--- config.mk ---
export PLATFORM = sky130hd
export DESIGN_NAME = adder_arbiter
export DESIGN_NICKNAME = d
export VERILOG_FILES = /design/src/rtl/adder_ctrl_pkg.sv /design/src/rtl/tag_pipe.sv /design/src/rtl/adder_arbiter.sv
export SDC_FILE = /design/constraint.sdc
export NUM_CORES = 1
export LEC_CHECK = 0
export ABC_AREA = 0
export CAP_MARGIN = 5
export CORE_AREA = 2 2 156 158
export CTS_CLUSTER_SIZE = 40
export DETAILED_ROUTE_END_ITERATION = 10
export DIE_AREA = 0 0 158 160
export PLACE_DENSITY = 0.55
export SLEW_MARGIN = 20
export SYNTH_ARGS = -nofsm -noshare
export SYNTH_HDL_FRONTEND = slang
export SYNTH_SLANG_ARGS = --single-unit
--- constraint.sdc ---
create_clock -name clk_i -period 3.7 [get_ports clk_i]
set_clock_uncertainty 0.2 [all_clocks]
set_input_delay 0.925 -clock clk_i [delete_from_list [all_inputs] [get_ports clk_i]]
set_output_delay 0.925 -clock clk_i [all_outputs]
set_load 0.005 [all_outputs]
--- src/rtl/adder_ctrl_pkg.sv ---
// Shared constants, helpers and types for the adder request arbiter.
// Imported by the arbiter top and available to any unit that talks to it.
package adder_ctrl_pkg;

    localparam int WIDTH_DEF   = 32;
    localparam int NUM_REQ_DEF = 4;

    // Ceiling log2 usable in constant expressions; returns 0 for n <= 1.
    function automatic int clog2(input int n);
        int r;
        r = 0;
        for (int i = 0; i < 31; i++) begin
            if ((32'sd1 <<< i) < n) begin
                r = i + 1;
            end
        end
        return r;
    endfunction

    localparam int ID_W_DEF = clog2(NUM_REQ_DEF);

    typedef struct packed {
        logic                valid;
        logic [ID_W_DEF-1:0] id;
    } rsp_t;

endpackage

--- src/rtl/tag_pipe.sv ---
// Shift register carrying {valid, id} alongside the external adder pipeline.
// Only the valid bits are reset; ids are don't-care while their valid is low.
module tag_pipe #(
    parameter int LATENCY = 4,
    parameter int ID_W    = 2
) (
    input  logic            clk_i,
    input  logic            rst_i,
    input  logic            in_valid_i,
    input  logic [ID_W-1:0] in_id_i,
    output logic            out_valid_o,
    output logic [ID_W-1:0] out_id_o,
    output logic            any_valid_o
);

    logic [LATENCY-1:0]           valid_q, valid_d;
    logic [LATENCY-1:0][ID_W-1:0] id_q, id_d;

    // Next-state: shift every stage one step toward the output.
    always_comb begin
        valid_d    = valid_q;
        id_d       = id_q;
        valid_d[0] = in_valid_i;
        id_d[0]    = in_id_i;
        for (int i = 1; i < LATENCY; i++) begin
            valid_d[i] = valid_q[i-1];
            id_d[i]    = id_q[i-1];
        end
    end

    // Valid stages, cleared by reset so no stale result is ever reported.
    always_ff @(posedge clk_i) begin
        if (rst_i) begin
            valid_q <= '0;
        end else begin
            valid_q <= valid_d;
        end
    end

    // Tag stages, free-running.
    always_ff @(posedge clk_i) begin
        id_q <= id_d;
    end

    assign out_valid_o = valid_q[LATENCY-1];
    // Gate the id with valid so the tag output reads zero whenever idle.
    assign out_id_o    = valid_q[LATENCY-1] ? id_q[LATENCY-1] : '0;
    assign any_valid_o = |valid_q;

endmodule

--- src/rtl/adder_arbiter.sv ---
// Round-robin arbiter sharing one external pipelined adder between NUM_REQ
// requesters; returns sum, carry-out and requester tag when the result emerges.
module adder_arbiter
    import adder_ctrl_pkg::*;
#(
    parameter int  WIDTH   = WIDTH_DEF,
    parameter int  NUM_REQ = NUM_REQ_DEF,
    parameter int  LATENCY = WIDTH / 8,
    localparam int ID_W    = clog2(NUM_REQ)
) (
    input  logic                     clk_i,
    input  logic                     rst_i,
    input  logic [NUM_REQ-1:0]       req_valid_i,
    output logic [NUM_REQ-1:0]       req_ready_o,
    input  logic [NUM_REQ*WIDTH-1:0] req_a_i,
    input  logic [NUM_REQ*WIDTH-1:0] req_b_i,
    input  logic [NUM_REQ-1:0]       req_cin_i,
    output logic [WIDTH-1:0]         add_a_o,
    output logic [WIDTH-1:0]         add_b_o,
    output logic                     add_cin_o,
    input  logic [WIDTH-1:0]         add_sum_i,
    input  logic                     add_cout_i,
    output logic                     rsp_valid_o,
    output logic [ID_W-1:0]          rsp_id_o,
    output logic [WIDTH-1:0]         rsp_sum_o,
    output logic                     rsp_cout_o,
    output logic                     busy_o
);

    logic [ID_W-1:0]    ptr_q, ptr_d;
    logic               iss_valid_q, iss_valid_d;
    logic [ID_W-1:0]    iss_id_q, iss_id_d;
    logic [WIDTH-1:0]   a_q, a_d;
    logic [WIDTH-1:0]   b_q, b_d;
    logic               cin_q, cin_d;

    logic [NUM_REQ-1:0] grant_s;
    logic               gnt_any_s;
    logic [ID_W-1:0]    gnt_idx_s;
    logic [ID_W-1:0]    cand_s;
    logic               tag_busy_s;

    // Round-robin search starting just after the last granted requester.
    always_comb begin
        grant_s   = '0;
        gnt_any_s = 1'b0;
        gnt_idx_s = ptr_q;
        cand_s    = ptr_q;
        if (!rst_i) begin
            for (int i = 1; i <= NUM_REQ; i++) begin
                cand_s = ID_W'((int'(ptr_q) + i) % NUM_REQ);
                if (!gnt_any_s && req_valid_i[cand_s]) begin
                    gnt_any_s = 1'b1;
                    gnt_idx_s = cand_s;
                end else begin
                    gnt_any_s = gnt_any_s;
                end
            end
            grant_s[gnt_idx_s] = gnt_any_s;
        end else begin
            grant_s = '0;
        end
    end

    assign req_ready_o = grant_s;

    // Issue-register next state: capture the granted operands, else hold.
    always_comb begin
        ptr_d       = ptr_q;
        iss_valid_d = gnt_any_s;
        iss_id_d    = iss_id_q;
        a_d         = a_q;
        b_d         = b_q;
        cin_d       = cin_q;
        if (gnt_any_s) begin
            ptr_d    = gnt_idx_s;
            iss_id_d = gnt_idx_s;
            a_d      = req_a_i[int'(gnt_idx_s)*WIDTH +: WIDTH];
            b_d      = req_b_i[int'(gnt_idx_s)*WIDTH +: WIDTH];
            cin_d    = req_cin_i[gnt_idx_s];
        end else begin
            ptr_d    = ptr_q;
        end
    end

    // Pointer and issue register; reset gives requester 0 first priority.
    always_ff @(posedge clk_i) begin
        if (rst_i) begin
            ptr_q       <= ID_W'(NUM_REQ - 1);
            iss_valid_q <= 1'b0;
            iss_id_q    <= '0;
            a_q         <= '0;
            b_q         <= '0;
            cin_q       <= 1'b0;
        end else begin
            ptr_q       <= ptr_d;
            iss_valid_q <= iss_valid_d;
            iss_id_q    <= iss_id_d;
            a_q         <= a_d;
            b_q         <= b_d;
            cin_q       <= cin_d;
        end
    end

    assign add_a_o   = a_q;
    assign add_b_o   = b_q;
    assign add_cin_o = cin_q;

    tag_pipe #(
        .LATENCY (LATENCY),
        .ID_W    (ID_W)
    ) u_tag_pipe (
        .clk_i       (clk_i),
        .rst_i       (rst_i),
        .in_valid_i  (iss_valid_q),
        .in_id_i     (iss_id_q),
        .out_valid_o (rsp_valid_o),
        .out_id_o    (rsp_id_o),
        .any_valid_o (tag_busy_s)
    );

    // The adder owns the arithmetic; results are forwarded untouched.
    assign rsp_sum_o  = add_sum_i;
    assign rsp_cout_o = add_cout_i;
    assign busy_o     = iss_valid_q | tag_busy_s;

endmodule

Word-level counts from Yosys, hierarchy flattened

Cells that the tools add are included.

Register bits: 82
Input port bits: 299
Output and inout bits: 106
Word-level logic and storage cells: 63

$add $sub $neg: 4
$lt $le $gt $ge: 7
Shift operators: 2
Multiplexer cells: 29
Bitwise gates (word level): 2
Reductions and logical operators: 8

Operators with widths:

| cell                                                                                | count |
|---|---|
| 128-bit by 8-bit indexed part select with 32-bit output                             | 2 |
| 2-bit by 3-bit less-than comparator with 1-bit output, second input constant        | 6 |
| 1-bit two-way mux                                                                   | 15 |
| 2-bit two-way mux                                                                   | 7 |
| 1-bit binary-select mux with 2-bit select                                           | 5 |
| 2-bit by 1-bit adder with 2-bit output, second input constant                       | 2 |
| 2-bit adder, second input constant                                                  | 2 |
| 4-bit bitwise AND                                                                   | 1 |
| 1-bit logical AND                                                                   | 4 |
| 4-bit two-way mux                                                                   | 1 |
| 4-bit OR reduction                                                                  | 1 |
| 1-bit zero test                                                                     | 3 |
| 1-bit demux with 2-bit select                                                       | 1 |
| 2-bit by 1-bit greater-or-equal comparator with 1-bit output, second input constant | 1 |
| 1-bit OR                                                                            | 1 |

Logic depth before layout (Yosys ltp)

Gate-level depths: netlist (run 1).

Depth in word-level cells: 23
Mapped depth: 8
Mapped depth without buffers: 6

By module

A second synthesis (run 1) with hierarchy kept.

Cell total of the unflattened synthesis: 621
Area, all modules: 5400.2 µm²

By module, submodules not included:

| module        | times used | cells each | area each (µm²) | sequential area each (µm²) |
|---|---|---|---|---|
| adder_arbiter | 1          | 602        | 5114.9          | 1401.3 |
| tag_pipe      | 1          | 19         | 285.3           | 240.2 |

Worst setup path after synthesis (run 1)

Ideal clock, no wire load.

Kind: input to output
Start point: input port req_valid_i[3]
End point: output port req_ready_o[2]
Data arrival time: 2214 ps
Data required time: 2575 ps
Slack: 361 ps
Cell stages on the path: 7
Buffers on the path: 2
Cells stage by stage: or4_4 -> nand2b_4 -> inv_2 -> and3_4 -> buf_6 -> buf_6 -> and2_1

Word-level cells in the longest chain between the ends: 22
Elaborated cells on any way between the ends: 34
Those cells by class: order compare: 2; mux: 24; bitwise: 1; reduce/logical: 7

RTL lines:

| what                                                                                                                                                        | RTL line            | RTL |
|---|---|---|
| start: declaration                                                                                                                                          | adder_arbiter.sv:13 | `input logic [NUM_REQ-1:0] req_valid_i,` |
| 1-bit binary-select mux with 2-bit select                                                                                                                   | adder_arbiter.sv:52 | `if (!gnt_any_s && req_valid_i[cand_s]) begin` |
| 1-bit two-way mux (not written as such)                                                                                                                     | adder_arbiter.sv:52 |  |
| 1-bit two-way mux                                                                                                                                           | adder_arbiter.sv:52 |  |
| 1-bit two-way mux                                                                                                                                           | adder_arbiter.sv:49 | `if (!rst_i) begin` |
| 1-bit zero test                                                                                                                                             | adder_arbiter.sv:52 |  |
| 1-bit logical AND                                                                                                                                           | adder_arbiter.sv:52 |  |
| 1-bit two-way mux                                                                                                                                           | adder_arbiter.sv:52 |  |
| 1-bit two-way mux                                                                                                                                           | adder_arbiter.sv:49 |  |
| [6 not listed]                                                                                                                                              | -                   |  |
| 2-bit two-way mux                                                                                                                                           | adder_arbiter.sv:52 |  |
| 2-bit two-way mux                                                                                                                                           | adder_arbiter.sv:49 |  |
| 2-bit by 3-bit less-than comparator with 1-bit output (not written as such) or 2-bit by 1-bit greater-or-equal comparator with 1-bit output (tied branches) | adder_arbiter.sv:59 | `grant_s[gnt_idx_s] = gnt_any_s;` |
| 1-bit logical AND (not written as such)                                                                                                                     | adder_arbiter.sv:59 |  |
| 1-bit two-way mux (not written as such)                                                                                                                     | adder_arbiter.sv:59 |  |
| 1-bit demux with 2-bit select                                                                                                                               | adder_arbiter.sv:59 |  |
| 4-bit bitwise AND (no line) (*)                                                                                                                             | -                   |  |
| 4-bit two-way mux (*)                                                                                                                                       | adder_arbiter.sv:49 |  |
| end: declaration                                                                                                                                            | adder_arbiter.sv:14 | `output logic [NUM_REQ-1:0] req_ready_o,` |

Every way passes the cells marked *; elsewhere a longest branch is shown, timed or not. The select of a mux whose other input is x is not followed.

Worst setup path after layout (run 1)

Start point: input port req_valid_i[2]
End point: output port req_ready_o[2]

Same word-level chain as after synthesis.

==> results.py, run 1 <==
metrics = {
    "status": {
        "status": "finished clean",
    },
    "timing": {
        "slew_viol_final": 0,
        "worst-slew-pin-transition_ns": 0.9605,
        "setup_viol": 0,
        "final_period_minus_worst_setup_slack_ns": 3.575,
        "slew-limit-headroom": 0.3597,
        "number_of_hold_violations_in_the_final_report": 0,
        "finalWorstSetupSlack_ns": 0.1248,
        "final_min_period_over_clock_period": 0.9663,
        "max_freq_mhz": 279.7,
        "rsz0062_at_grt": "no",
    },
    "synth": {
        "post_synth_inst_count": 536,
        "synth_seq_area_share": 0.3575,
        "netlist.area_leader.share": 0.3575,
        "synth_edf_count": 0,
        "synth.most_common_cell": "sky130_fd_sc_hd__nand3_1",
        "yosysUniqueCellTypes": 31,
        "ys_seq_elements": 82,
        "postSynth.topFlopCell": "sky130_fd_sc_hd__dfxtp_1",
        "yosysWarnings": 0,
        "synth-async-reset-ratio": 0,
        "cell_type_with_the_largest_total_area_after_synthesis": "sky130_fd_sc_hd__dfxtp_1",
        "syn_nets": 835,
        "most_used_standard_cells_in_the_synthesized_netlist": "sky130_fd_sc_hd__nand3_1 (121), sky130_fd_sc_hd__dfxtp_1 (82), sky130_fd_sc_hd__nand2_1 (69)",
        "post_synth_main_area_contributors": "sky130_fd_sc_hd__dfxtp_1 (36%), sky130_fd_sc_hd__mux2i_1 (14%), sky130_fd_sc_hd__nand3_1 (13%), sky130_fd_sc_hd__o2111ai_1 (12%), sky130_fd_sc_hd__buf_4 (6.2%)",
        "mappedNetlistArea_mm2": 0.004592,
        "avgSynthCellArea_um2": 8.567,
    },
    "floorplanning": {
        "die_width_um": 158,
        "fp.coreArea_mm2": 0.02382,
        "die_height_um": 160,
        "io_pins": 405,
        "num_rows": 57,
        "effective_utilization_at_floorplan": 0.1928,
        "fp.dieArea_mm2": 0.02528,
    },
    "critical_path": {
        "crit_path_start_kind": "input pin",
        "crit_arrival_ns": 2.45,
        "crit_required_ns": 2.57,
        "setup.worst_path.class": "in2out",
        "setup.worst_path.end_class": "output pin",
        "path_max_fanout": 4,
    },
    "clock_tree": {
        "cts_made_buffers": 9,
        "clock_tree_from_tritoncts": "yes",
        "htree_num_levels": 3,
        "cts.reportedPaths.clkPinSlew_ns": 0.07,
        "ctsLongestPathBuffers": 2,
        "worst_skew_pair.late_latency_ns": 0.34,
        "ctsHoldBuffers": 0,
        "clkSinkCount": 82,
        "cts_root_buffer": "sky130_fd_sc_hd__clkbuf_16",
    },
    "power": {
        "pwr_density_cell_mw_per_mm2": 378.3,
        "peakVddDrop_v": 0.0001609,
        "power.leakage_nw": 3.176,
    },
    "place": {
        "hpwlAfterDp_mm": 15.04,
        "globalplace.congestion": 0.7824,
        "placement.setup.worst_slack_ns": -0.3386,
        "io_buffer_count": 338,
    },
    "hold_path": {
        "min_path_type": "reg2reg",
    },
    "route": {
        "detail_route.wl_per_cell_um": 17.40,
        "route.antenna.remaining_nets": 0,
        "dr.first_iter.drc_count": 221,
        "count_of_vias_placed_by_the_detailed_router": 5253,
        "dr.pass1.iters": 4,
        "route.final.wire_length_mm": 20.27,
        "detail_route.vias_per_cell": 4.509,
        "drc_errors": 0,
    },
    "flow_run": {
        "maxCapViolCount": 0,
    },
    "grt": {
        "grt_first_pass_wirelength_mm": 29.69,
        "antenna_found_initial": 0,
        "grt_pass1_vias": 5350,
        "gr-total-overflow": 0,
        "grt_total_usage": 0.1543,
        "grt_max_degree": 85,
    },
    "final_layout": {
        "num-fill-cells": 2512,
        "nNetsFinal": 1135,
        "postLayoutCoreUtil": 0.3605,
        "area_growth_pct": 87.03,
        "final_layout_size_suffix_gt1_frac": 0.08680,
        "antenna_cells": 0,
    },
}
## worst max-delay path, stage by stage
cell and delay, ns:
sky130_fd_sc_hd__dlygate4sd2_1 0.27, sky130_fd_sc_hd__or4_4 0.57, sky130_fd_sc_hd__nand2b_4 0.09, sky130_fd_sc_hd__inv_2 0.04, sky130_fd_sc_hd__and3_4 0.16, sky130_fd_sc_hd__and2_1 0.15
sky130_fd_sc_hd__dlygate4sd2_1 0.25
## cell families after synthesis
family	Yosys count	share of synthesized area
flip-flops	82	0.3575
buffers and inverters	84	0.1120
multiplexers	65	0.1417
AND/OR/NAND/NOR	229	0.2493
AO/OA/AOI/OAI	76	0.1395
## final cells by class
| class | instances | area [um^2] | area share |
|---|---|---|---|
| Clock buffer | 9 | 225.2 | 0.02622 |
| Timing Repair Buffer | 372 | 3724 | 0.4336 |
| Inverter | 1 | 3.754 | 0.0004371 |
| Tap cell | 324 | 405.4 | 0.04720 |
| Sequential cell | 82 | 1642 | 0.1911 |
| Clock inverter | 7 | 107.6 | 0.01253 |
| Multi-Input combinational cell | 370 | 2481 | 0.2889 |
## flip-flops by register name, summed over array words and instances, names as in the netlist
register,cells
add_a_o,32
add_b_o,32
u_tag_pipe.id_d,6
u_tag_pipe.valid_q,4
iss_id_q,2
ptr_q,2
u_tag_pipe.id_q,2
add_cin_o,1
iss_valid_q,1
## per-layer routing
metal	wire (um)	GRT usage	vias to the layer above	share of wire
met5	0	0	-	0
met3	1859	0.05075	25	0.092
met4	346	0.04423	0	0.017
li1	-	-	2550	-
met1	8006	0.1723	2432	0.40
met2	10060	0.2769	246	0.50
## metrics by stage
stage               power [W]  hold slack [ns]  instances  setup TNS [ns]  cell area, um^2
floorplan            0.001545           0.1096        536               0             4592
global placement     0.002249           0.1103       1149          -1.080             8240
detailed placement   0.002249           0.1121       1149          -1.125             8240
CTS                  0.003320           0.1289       1165               0             8581
global route         0.003441           0.1344       1165               0             8588
finish               0.003249           0.1271       1165               0             8588
## power by group
part	internal (W)	leakage, nW	switching, W
Combinational	0.000675	2.33	0.000452
Clock	0.000607	0.160	0.000429
Sequential	0.00102	0.681	0.0000687
Total	0.00230	3.18	0.000949
## cell usage in the layout (no fill, tap or decap), drive strengths merged
| cell | instances |
|---|---|
| o21bai | 1 |
| nand2b | 3 |
| and2 | 4 |
| nand3 | 131 |
| clkinvlp | 1 |
| dlymetal6s2s | 2 |
| nand2 | 69 |
| dfxtp | 82 |
| dlygate4sd2 | 6 |
| or4 | 1 |
| a211oi | 1 |
| nor3 | 2 |
| o211a | 1 |
| nor3b | 1 |
| and3 | 1 |
| clkdlybuf4s50 | 330 |
| buf | 34 |
| bufinv | 2 |
| a21oi | 2 |
| or3b | 1 |
| o211ai | 1 |
| inv | 5 |
| o21ai | 5 |
| clkbuf | 9 |
| o2111ai | 65 |
| mux2i | 65 |
| nor2 | 8 |
| nor2b | 8 |
## worst paths after layout
| check | cells past startpoint | from | slack [ns] | to |
|---|---|---|---|---|
| max | 7 | req_valid_i[2] | 0.12 | req_ready_o[2] |
| min | 0 | u_tag_pipe.id_d[4] | 0.13 | u_tag_pipe.id_d[6] |
| max reg2reg | 6 | ptr_q[0] | 1.15 | add_a_o[10] |
| min reg2reg | 0 | u_tag_pipe.id_d[4] | 0.13 | u_tag_pipe.id_d[6] |
## what timing repair did
action	in CTS	in global routing
pin swaps	1	1
endpoints found under the hold margin	0	0
setup buffers	0	0
setup endpoints to repair	4	2
resized for setup	10	4
gates cloned	0	0
(Power assumes the default switching activity.)
==> run 2, diff against run 1 <==
- SLEW_MARGIN: 20 -> default
==> results of run 2 <==
No change in the layout: final DEF, timing and power equal those of run 1.
